## src/rtl/blink_pkg.sv

```systemverilog
// rtl/blink_pkg.sv - shared types and constants for the blink scheduler
// Purpose: FSM state type, LED mode encodings and sizing defaults used by
//          blink_scheduler, blink_prescaler and blink_scheduler_if.
// Ports:   none (package).
package blink_pkg;

   typedef enum logic {
      IDLE = 1'b0,
      RUN  = 1'b1
   } state_e;

   localparam logic MODE_TOGGLE   = 1'b0;
   localparam logic MODE_WALK     = 1'b1;

   // Shortest usable tick period; smaller requests are raised to this.
   localparam int   MIN_PERIOD    = 2;

   localparam int   DEFAULT_CNT_W = 26;

endpackage

```

## src/rtl/blink_scheduler_if.sv

```systemverilog
// rtl/blink_scheduler_if.sv - configuration handshake bundle for blink_scheduler
// Purpose: groups the valid/ready configuration offer into one port.
// Ports (members):
//   cfg_valid  - configuration offered by the host
//   cfg_ready  - scheduler accepts the offer when high with cfg_valid
//   cfg_period - tick period in clock cycles
//   cfg_burst  - ticks per run, 0 = free-running
//   cfg_mode   - 0 = toggle all LEDs, 1 = walking single LED
// Modports: master (host side), slave (scheduler side).
interface blink_scheduler_if
   import blink_pkg::*;
#(
   parameter int CNT_W = DEFAULT_CNT_W
);

   logic             cfg_valid;
   logic             cfg_ready;
   logic [CNT_W-1:0] cfg_period;
   logic [7:0]       cfg_burst;
   logic             cfg_mode;

   modport master (
      output cfg_valid, cfg_period, cfg_burst, cfg_mode,
      input  cfg_ready
   );

   modport slave (
      input  cfg_valid, cfg_period, cfg_burst, cfg_mode,
      output cfg_ready
   );

endinterface

```

## src/rtl/blink_prescaler.sv

```systemverilog
// rtl/blink_prescaler.sv - period prescaler producing one tick every period cycles
// Purpose: free-running counter that wraps at period-1 and flags the wrap.
// Ports:
//   clock  - system clock
//   reset  - asynchronous active-high reset
//   clr    - synchronous clear, holds the count at zero
//   en     - count enable
//   period - tick period in cycles (>= 2)
//   tick   - high in the cycle whose edge wraps the count to zero
//   count  - current prescaler value
module blink_prescaler
   import blink_pkg::*;
#(
   parameter int CNT_W = DEFAULT_CNT_W
) (
   input  logic             clock,
   input  logic             reset,
   input  logic             clr,
   input  logic             en,
   input  logic [CNT_W-1:0] period,
   output logic             tick,
   output logic [CNT_W-1:0] count
);

   assign tick = en && !clr && (count == period - CNT_W'(1));

   always_ff @(posedge clock or posedge reset) begin
      if (reset) begin
         count <= '0;
      end else if (clr || tick) begin
         count <= '0;
      end else if (en) begin
         count <= count + CNT_W'(1);
      end
   end

endmodule

```

## src/rtl/blink_scheduler.sv

```systemverilog
// rtl/blink_scheduler.sv - IDLE/RUN sequencer for the green LED blink datapath
// Purpose: holds period/burst/mode configuration, runs the prescaler and
//          drives toggle or walking LED patterns with an optional burst limit.
// Ports:
//   clock, reset      - system clock, asynchronous active-high reset
//   cfg               - configuration handshake (blink_scheduler_if.slave)
//   start, stop       - level-sampled run / abort requests (stop wins)
//   led               - LED drive
//   busy              - high while in RUN
//   done              - one-cycle pulse on burst completion
//   tick_count        - registered tick counter (only with BLINK_STATUS_EN)
// Build option: BLINK_STATUS_EN adds the tick_count output.
module blink_scheduler
   import blink_pkg::*;
#(
   parameter int CNT_W          = DEFAULT_CNT_W,
   parameter int DEFAULT_PERIOD = 25000000,
   parameter int NUM_LEDS       = 8
) (
   input  logic                clock,
   input  logic                reset,
   blink_scheduler_if.slave    cfg,
   input  logic                start,
   input  logic                stop,
   output logic [NUM_LEDS-1:0] led,
   output logic                busy,
   output logic                done
`ifdef BLINK_STATUS_EN
   ,
   output logic [7:0]          tick_count
`endif
);

   state_e              state_q, state_d;
   logic [CNT_W-1:0]    period_q, period_d;
   logic [7:0]          burst_q, burst_d;
   logic                mode_q, mode_d;
   logic [7:0]          tick_cnt, cnt_d;
   logic [NUM_LEDS-1:0] led_d;
   logic                done_d;
   logic                tick;
   logic [CNT_W-1:0]    pre_count;

   assign cfg.cfg_ready = (state_q == IDLE);

   // Prescaler sits at zero throughout IDLE, so RUN always starts from a clean count.
   blink_prescaler #(
      .CNT_W (CNT_W)
   ) u_prescaler (
      .clock  (clock),
      .reset  (reset),
      .clr    (state_q == IDLE),
      .en     (state_q == RUN),
      .period (period_q),
      .tick   (tick),
      .count  (pre_count)
   );

   always_comb begin
      state_d  = state_q;
      period_d = period_q;
      burst_d  = burst_q;
      mode_d   = mode_q;
      cnt_d    = tick_cnt;
      led_d    = led;
      done_d   = 1'b0;
      case (state_q)
         IDLE: begin
            if (cfg.cfg_valid) begin
               period_d = (cfg.cfg_period < CNT_W'(MIN_PERIOD)) ? CNT_W'(MIN_PERIOD) : cfg.cfg_period;
               burst_d  = cfg.cfg_burst;
               mode_d   = cfg.cfg_mode;
            end
            // mode_d already reflects a same-cycle config, so that run uses it.
            if (start && !stop) begin
               state_d = RUN;
               cnt_d   = '0;
               led_d   = (mode_d == MODE_WALK) ? NUM_LEDS'(1) : '0;
            end
         end
         RUN: begin
            if (stop) begin
               state_d = IDLE;
               led_d   = '0;
            end else if (tick) begin
               if (burst_q != 8'd0 && tick_cnt == burst_q - 8'd1) begin
                  state_d = IDLE;
                  led_d   = '0;
                  done_d  = 1'b1;
               end else begin
                  led_d = (mode_q == MODE_TOGGLE) ? ~led : {led[NUM_LEDS-2:0], led[NUM_LEDS-1]};
                  cnt_d = tick_cnt + 8'd1;
               end
            end
         end
         default: state_d = IDLE;
      endcase
   end

   always_ff @(posedge clock or posedge reset) begin
      if (reset) begin
         state_q  <= IDLE;
         period_q <= CNT_W'(DEFAULT_PERIOD);
         burst_q  <= '0;
         mode_q   <= MODE_TOGGLE;
         tick_cnt <= '0;
         led      <= '0;
         busy     <= 1'b0;
         done     <= 1'b0;
      end else begin
         state_q  <= state_d;
         period_q <= period_d;
         burst_q  <= burst_d;
         mode_q   <= mode_d;
         tick_cnt <= cnt_d;
         led      <= led_d;
         busy     <= (state_d == RUN);
         done     <= done_d;
      end
   end

`ifdef BLINK_STATUS_EN
   always_ff @(posedge clock or posedge reset) begin
      if (reset) begin
         tick_count <= '0;
      end else begin
         tick_count <= cnt_d;
      end
   end
`endif

endmodule

```

## src/flat_wrapper.sv

```systemverilog
// flat-port wrapper written by rule: the top's interface ports become plain ports
module blink_scheduler_flat import blink_pkg::*;
#(
   parameter int CNT_W          = DEFAULT_CNT_W,
   parameter int DEFAULT_PERIOD = 25000000,
   parameter int NUM_LEDS       = 8
)
  (clock, reset, start, stop, led, busy, done, cfg_cfg_valid, cfg_cfg_period, cfg_cfg_burst, cfg_cfg_mode, cfg_cfg_ready);
  blink_scheduler_if #(.CNT_W(CNT_W)) cfg_i ();
  input  logic clock;
  input  logic reset;
  input  logic start;
  input  logic stop;
  output logic [NUM_LEDS-1:0] led;
  output logic busy;
  output logic done;
  input wire logic [$bits(cfg_i.cfg_valid)-1:0] cfg_cfg_valid;
  input wire logic [$bits(cfg_i.cfg_period)-1:0] cfg_cfg_period;
  input wire logic [$bits(cfg_i.cfg_burst)-1:0] cfg_cfg_burst;
  input wire logic [$bits(cfg_i.cfg_mode)-1:0] cfg_cfg_mode;
  output wire logic [$bits(cfg_i.cfg_ready)-1:0] cfg_cfg_ready;
  assign cfg_i.cfg_valid = cfg_cfg_valid;
  assign cfg_i.cfg_period = cfg_cfg_period;
  assign cfg_i.cfg_burst = cfg_cfg_burst;
  assign cfg_i.cfg_mode = cfg_cfg_mode;
  assign cfg_cfg_ready = cfg_i.cfg_ready;
  blink_scheduler #(.CNT_W(CNT_W), .DEFAULT_PERIOD(DEFAULT_PERIOD), .NUM_LEDS(NUM_LEDS)) u_core (.clock(clock), .reset(reset), .cfg(cfg_i), .start(start), .stop(stop), .led(led), .busy(busy), .done(done));
endmodule
```

## config.mk

```make
export PLATFORM = sky130hd
export DESIGN_NAME = blink_scheduler_flat
export DESIGN_NICKNAME = d
export VERILOG_FILES = /design/src/rtl/blink_pkg.sv /design/src/rtl/blink_scheduler_if.sv /design/src/rtl/blink_prescaler.sv /design/src/rtl/blink_scheduler.sv /design/src/flat_wrapper.sv
export SDC_FILE = /design/constraint.sdc
export NUM_CORES = 1
export LEC_CHECK = 0
export BUFFER_PORTS_ARGS = -buffer_cell sky130_fd_sc_hd__buf_2
export CORE_UTILIZATION = 54
export DETAILED_ROUTE_END_ITERATION = 6
export GPL_TIMING_DRIVEN = 0
export PLACE_DENSITY_LB_ADDON = 0.15
export SLEW_MARGIN = 5
export SYNTH_ARGS = -nofsm -noshare
export SYNTH_HDL_FRONTEND = slang
export SYNTH_HIERARCHICAL = 1
export SYNTH_SLANG_ARGS = --single-unit
```

## constraint.sdc

```tcl
create_clock -name clock -period 7.1 [get_ports clock]
set_input_delay 1.42 -clock clock [delete_from_list [all_inputs] [get_ports clock]]
set_output_delay 1.42 -clock clock [all_outputs]
set_load 0.03 [all_outputs]
```

# ---- Word level (Yosys, flattened, before mapping)
# Index checks and enable logic that the tools add are counted.
# W data, S select, Z words.
dict set report totals {
  word_cells 58
  in_bits 40
  output_inout_bits 11
  ff_bits 79
}
dict set report op_classes {
  n_mux 26
  n_bitwise 2
  eq_ne 7
  n_reduce_logical 10
  n_addsub 4
  n_lt_le_gt_ge 1
}
# op count
set op_table {}
lappend op_table {{$mux W26} 3}
lappend op_table {{$mux W8} 9}
lappend op_table {{$pmux W8 S2} 2}
lappend op_table {{$add A26 B1 Y26 const B} 1}
lappend op_table {{$eq A26 B26 Y1} 1}
lappend op_table {{$lt A26 B2 Y1 const B} 1}
lappend op_table {{$sub A26 B1 Y26 const B} 1}
lappend op_table {{$mux W1} 11}
lappend op_table {{$add A8 B1 Y8 const B} 1}
lappend op_table {{$eq A8 B8 Y1} 1}
lappend op_table {{$not A8 Y8} 1}
lappend op_table {{$reduce_bool A8 Y1} 1}
lappend op_table {{$sub A8 B1 Y8 const B} 1}
lappend op_table {{$ne A2 B2 Y1 const B} 3}
lappend op_table {{$reduce_and A2 Y1} 2}
lappend op_table {{$reduce_and A4 Y1} 1}
lappend op_table {{$logic_and A1 B1 Y1} 3}
lappend op_table {{$ne A3 B3 Y1 const B} 1}
lappend op_table {{$ne A2 B1 Y1 const B} 1}
lappend op_table {{$pmux W1 S2} 1}
lappend op_table {{$reduce_bool A2 Y1} 1}
lappend op_table {{$logic_not A1 Y1} 1}
lappend op_table {{$logic_or A1 B1 Y1} 1}
lappend op_table {{$not A1 Y1} 1}

# ---- Depth between registers and ports, before layout
dict set report logic_depth {
  depth_word 7
  mapped_depth 14
  ltp_nobuf 13
}

# ---- By module
# The synthesis kept the hierarchy.
# module area_each_um2 n_inst cells_each seq_area_each_um2
set by_module_without_submodules {}
lappend by_module_without_submodules {blink_scheduler 2563.7 1 229 1341.3}
lappend by_module_without_submodules {blink_prescaler 2313.5 1 255 650.6}

# ---- Least setup slack after synthesis
# Ideal clock, no wire load.
dict set report synth_path {
  kind {reg-to-reg}
  from {register u_core.period_q[0]}
  to {register u_core.tick_cnt[7]}
  path_buffers 1
  required_ps 7023
  path_stages_with_launch 15
  arrival_ps 3530
  setup_time_ps 77
  path_slack_ps 3493
  period_less_slack_ps 3607
  path_cell_list {dfrtp_1 > inv_1 > ha_1 > or3b_2 > nor2_1 > nand4b_1 > a221o_1 > nor4_4 > buf_6 > and2_1 > nand4_1 > nor3_1 > nand3_1 > or3_1 > a21oi_1}
}
dict set report synth_between {
  elab_chain_cells 5
}
# element line_no
set synth_lines {}
lappend synth_lines {{start, declared} blink_scheduler.sv:35} ;# logic [CNT_W-1:0] period_q, period_d;
lappend synth_lines {{start signal, assigned} blink_scheduler.sv:103} ;# period_q <= CNT_W'(DEFAULT_PERIOD);
lappend synth_lines {{start signal, assigned} blink_scheduler.sv:112} ;# period_q <= period_d;
lappend synth_lines {{$sub A26 B1 Y26} blink_prescaler.sv:25} ;# assign tick = en && !clr && (count == period - CNT_W'(1));
lappend synth_lines {{$eq A26 B26 Y1} blink_prescaler.sv:25}
lappend synth_lines {{$logic_and A1 B1 Y1} blink_prescaler.sv:25}
lappend synth_lines {{net u_core.tick} blink_scheduler.sv:41} ;# logic tick;
lappend synth_lines {{$ne A2 B2 Y1 (no source line)} --}
lappend synth_lines {{$reduce_and A4 Y1 (no source line)} --}
lappend synth_lines {{end signal, assigned} blink_scheduler.sv:115} ;# tick_cnt <= cnt_d;
lappend synth_lines {{end, declared} blink_scheduler.sv:38} ;# logic [7:0] tick_cnt, cnt_d;
# The timed path passes the listed nets, and every way through them passes these cells.
# A chain may end at the register's enable or synchronous reset.

# ---- Worst setup path in the final report
# Ends and elaborated chain as after synthesis.

==> out/results.txt <==
Run status: finished, final reports clean
Routed length on met2: 5520 um
Vias: 3,917
Cell Int Power: 0.797 mW
Final-stage net count: 590
Half-perimeter wire length after placement: 8210 um
Setup violations, final: 0
Count of state elements after synthesis: 79
Worst-case clock buffer depth: 2
Most instantiated library cell after synthesis: sky130_fd_sc_hd__dfrtp_1
Total power draw: 1.15 mW
Number of warnings reported in the yosys synthesis log: 6
Unrepaired setup endpoints after global routing: false
Relative contribution of sequential cells to total power: 48.3%
Power density of the placed cells: 210 mW/mm^2
Top Ports: 51
Setup crit start kind: flop
Synthesized net count: 528
Combinational power share: 21.8%
Top sig layer: met4
Total inserted antenna cells: 0
Number of instances resized during post-cts repair: 0
Final period demand of the worst path: 4340 ps
CP Capture Type: flop
Maximum net fanout on the critical path: 10
Top cells by instance count after synthesis: 67 x sky130_fd_sc_hd__dfrtp_1, 49 x sky130_fd_sc_hd__xnor2_1, 31 x sky130_fd_sc_hd__mux2_2
Post-cts hold buffer count: 0
Count of cell types in the netlist: 67
Max VDD drop: 0.115 mV
Antenna-violating nets left: 0
Fraction of registers with async set or reset after synthesis: 100%
Maximum number of pins on one net before global-route repair: 43
Launch point of the critical path: u_core/period_q[0]
Final WS setup: 2760 ps
Total iterations of the first detailed-routing run: 4
Buffer type at the clock tree root: sky130_fd_sc_hd__clkbuf_8
Clock transition at the registers of the reported paths: 80 ps
Top achievable clock speed: 0.230 GHz
Port Buf Inserts: 50
Wire length on met3: 362 um
Launch point of the worst hold path: u_core/period_q[15]
GRT Resource Usage Total: 25.1%
Critical path start-end classification: flop to flop
Slew at the pin closest to its max-slew limit: 1010 ps
Fin. Hold Viols: 0
Total CTS buffers: 9
Total Wirelength: 11,200 um
Effective utilization at floorplan: 55.9%
Setup TNS: 0 ps
Initial antenna violation count: 0
Total die area: 0.00942 sq mm
Worst setup slack before clock tree synthesis: 2830 ps
Met1 wire length: 5070 um
Number of flops mapped to enable cells by yosys: 0
Buffers inserted by post-CTS timing repair: 0
Wire length of the first global-routing pass: 19,200 um
Net Switching: 0.356 mW
Final weighted congestion in routability-driven placement: 0.866
Number of pins with negative max-slew slack in the final report: 0
Die W: 97.0 um
Ratio of routed vias to standard cells: 5.94
Primary FF master, synth: sky130_fd_sc_hd__dfrtp_1
Routed WL per cell: 16.9 um
Final Cycle Share: 61.1%
Fraction of synthesized cell area taken by the top area cell type: 34.4%
Clk sinks: 79
Synth area leaders: sky130_fd_sc_hd__dfrtp_1 34%, sky130_fd_sc_hd__xnor2_1 8.8%, sky130_fd_sc_hd__mux2_2 7.2%, sky130_fd_sc_hd__dfstp_2 6.5%, sky130_fd_sc_hd__a211oi_1 4.2%
Cell leakage power: 2.15 nW
Share of cells above drive strength 1: 24.1%
CTS HTree Levels: 3
Proportion of synthesized chip area in sequential cells: 40.8%
Avg Synthesized Cell Area: 10.1 sq um
Req. time, crit path: 7380 ps
Max cap viols: 0
GRT overflow: 0
Rel. slew slack: 32.3%
Post-route clock skew: 8.61 ps
Initial detailed-routing violation count: 200
Number of global-route vias before repair: 3,897
Netlist area before placement: 0.00488 sq mm
Proportion of power drawn by the clock network: 29.9%
Signed area change from the synthesized netlist to the final layout: 12.6%
Die Y-Extent: 97.0 um
Min-delay worst type: flop to flop
Data arrival time at the worst-slack endpoint: 4610 ps
Clock latency on the worst-skew pair: 350 ps
Final cell utilization of the core: 63.0%
Reg-to-reg startpoint: u_core/period_q[0]
Row count: 34
Gate count after technology mapping: 484
Core region area: 0.00872 sq mm
Cell type with the largest total area after synthesis: sky130_fd_sc_hd__dfrtp_1
Switching share of power: 30.8%
CTS tree: built
DRC Markers: 0
==> worst paths after layout <==
kind	to	slack, ps	depth (start not counted)
max in group asynchronous	u_core/u_prescaler/count[10]	5150	2
worst max-delay path	u_core/tick_cnt[7]	2760	14
worst min register to register	u_core/period_q[15]	510	1
worst min-delay path	u_core/period_q[15]	510	1
worst max register to register	u_core/tick_cnt[7]	2760	14
min in group asynchronous	u_core/tick_cnt[1]	1010	2
==> stage by stage <==
stage / cell area, sq um / hold slack [ps] / instances
after CTS: 5490 / 513 / 659
after global placement: 5260 / 490 / 642
after floorplan: 4880 / 475 / 484
after global routing: 5490 / 526 / 659
after detailed placement: 5280 / 496 / 643
final: 5490 / 510 / 659
==> registers in the layout (all words and copies together), names as in the netlist <==
register and count:
u_core/state_q 1, u_core/burst_q 8, u_core/period_q 26, u_core/led 8
u_core/u_prescaler/count 26, u_core/done 1, u_core/mode_q 1, u_core/tick_cnt 8
==> cell usage in the layout (no fill, tap or decap), types with 10 or more instances in the layout <==
cell type / Yosys / routed
sky130_fd_sc_hd__nor2_1: 29 / 29
sky130_fd_sc_hd__nand2_1: 29 / 29
sky130_fd_sc_hd__nand3_1: 16 / 16
sky130_fd_sc_hd__nor4_1: 15 / 15
sky130_fd_sc_hd__nor3_1: 14 / 14
sky130_fd_sc_hd__a211oi_1: 27 / 27
sky130_fd_sc_hd__and3_1: 10 / 10
sky130_fd_sc_hd__dfrtp_1: 67 / 67
sky130_fd_sc_hd__o21ai_0: 15 / 15
sky130_fd_sc_hd__dfstp_2: 12 / 12
sky130_fd_sc_hd__clkbuf_8: 0 / 11
sky130_fd_sc_hd__buf_2: 1 / 51
sky130_fd_sc_hd__xor2_1: 20 / 20
sky130_fd_sc_hd__xnor2_1: 49 / 49
sky130_fd_sc_hd__inv_1: 15 / 14
sky130_fd_sc_hd__mux2_2: 31 / 31
==> final cells by class <==
cell class / count / area [sq um]
Timing Repair Buffer: 51 / 270
Tap cell: 108 / 135
Clock buffer: 11 / 151
Inverter: 15 / 56.3
Sequential cell: 79 / 1990
Fill cell: 759 / 3230
Buffer: 21 / 121
Clock inverter: 5 / 56.3
Multi-Input combinational cell: 369 / 2710
==> power by group through the flow <==
| stage | clock network (mW) | registers (mW) | logic [mW] |
|---|---|---|---|
| after floorplan | 0 | 0.552 | 0.193 |
| after global placement | 0 | 0.564 | 0.241 |
| after detailed placement | 0 | 0.565 | 0.250 |
| after CTS | 0.359 | 0.557 | 0.251 |
| after global routing | 0.373 | 0.565 | 0.279 |
| final | 0.345 | 0.557 | 0.251 |
==> cell families (layout without fill, tap and decap cells) <==
| kind of cell | Yosys count | after routing | share of synthesized area, % |
|---|---|---|---|
| adder cells (fa/ha/maj) | 4 | 4 | 1.03 |
| XOR/XNOR | 69 | 69 | 12.4 |
| multiplexers | 36 | 36 | 8.18 |
| flip-flops | 79 | 79 | 40.8 |
| AND/OR/NAND/NOR | 170 | 170 | 20.5 |
| buffers and inverters | 36 | 103 | 3.64 |
| AO/OA/AOI/OAI | 90 | 90 | 13.4 |
==> worst max-delay path, cell delays in order (launching register included) <==
cell                       delay, ps
sky130_fd_sc_hd__dfrtp_1         470
sky130_fd_sc_hd__inv_1           100
sky130_fd_sc_hd__ha_1            270
sky130_fd_sc_hd__or3b_2          520
sky130_fd_sc_hd__nor2_1          170
sky130_fd_sc_hd__nand4b_1        130
sky130_fd_sc_hd__a221o_1         410
sky130_fd_sc_hd__nor4_4          610
sky130_fd_sc_hd__buf_6           220
sky130_fd_sc_hd__and2_1          240
sky130_fd_sc_hd__nand4_1         120
sky130_fd_sc_hd__nor3_1          350
sky130_fd_sc_hd__nand3_1         150
sky130_fd_sc_hd__or3_1           370
sky130_fd_sc_hd__a21oi_1         140
==> routing by layer <==
metal	GRT usage (%)	vias up
li1	-	1911
met1	32.2	1919
met2	42.6	71
met3	3.97	16
met4	9.64	0
met5	0	-
(Power assumes the default switching activity.)
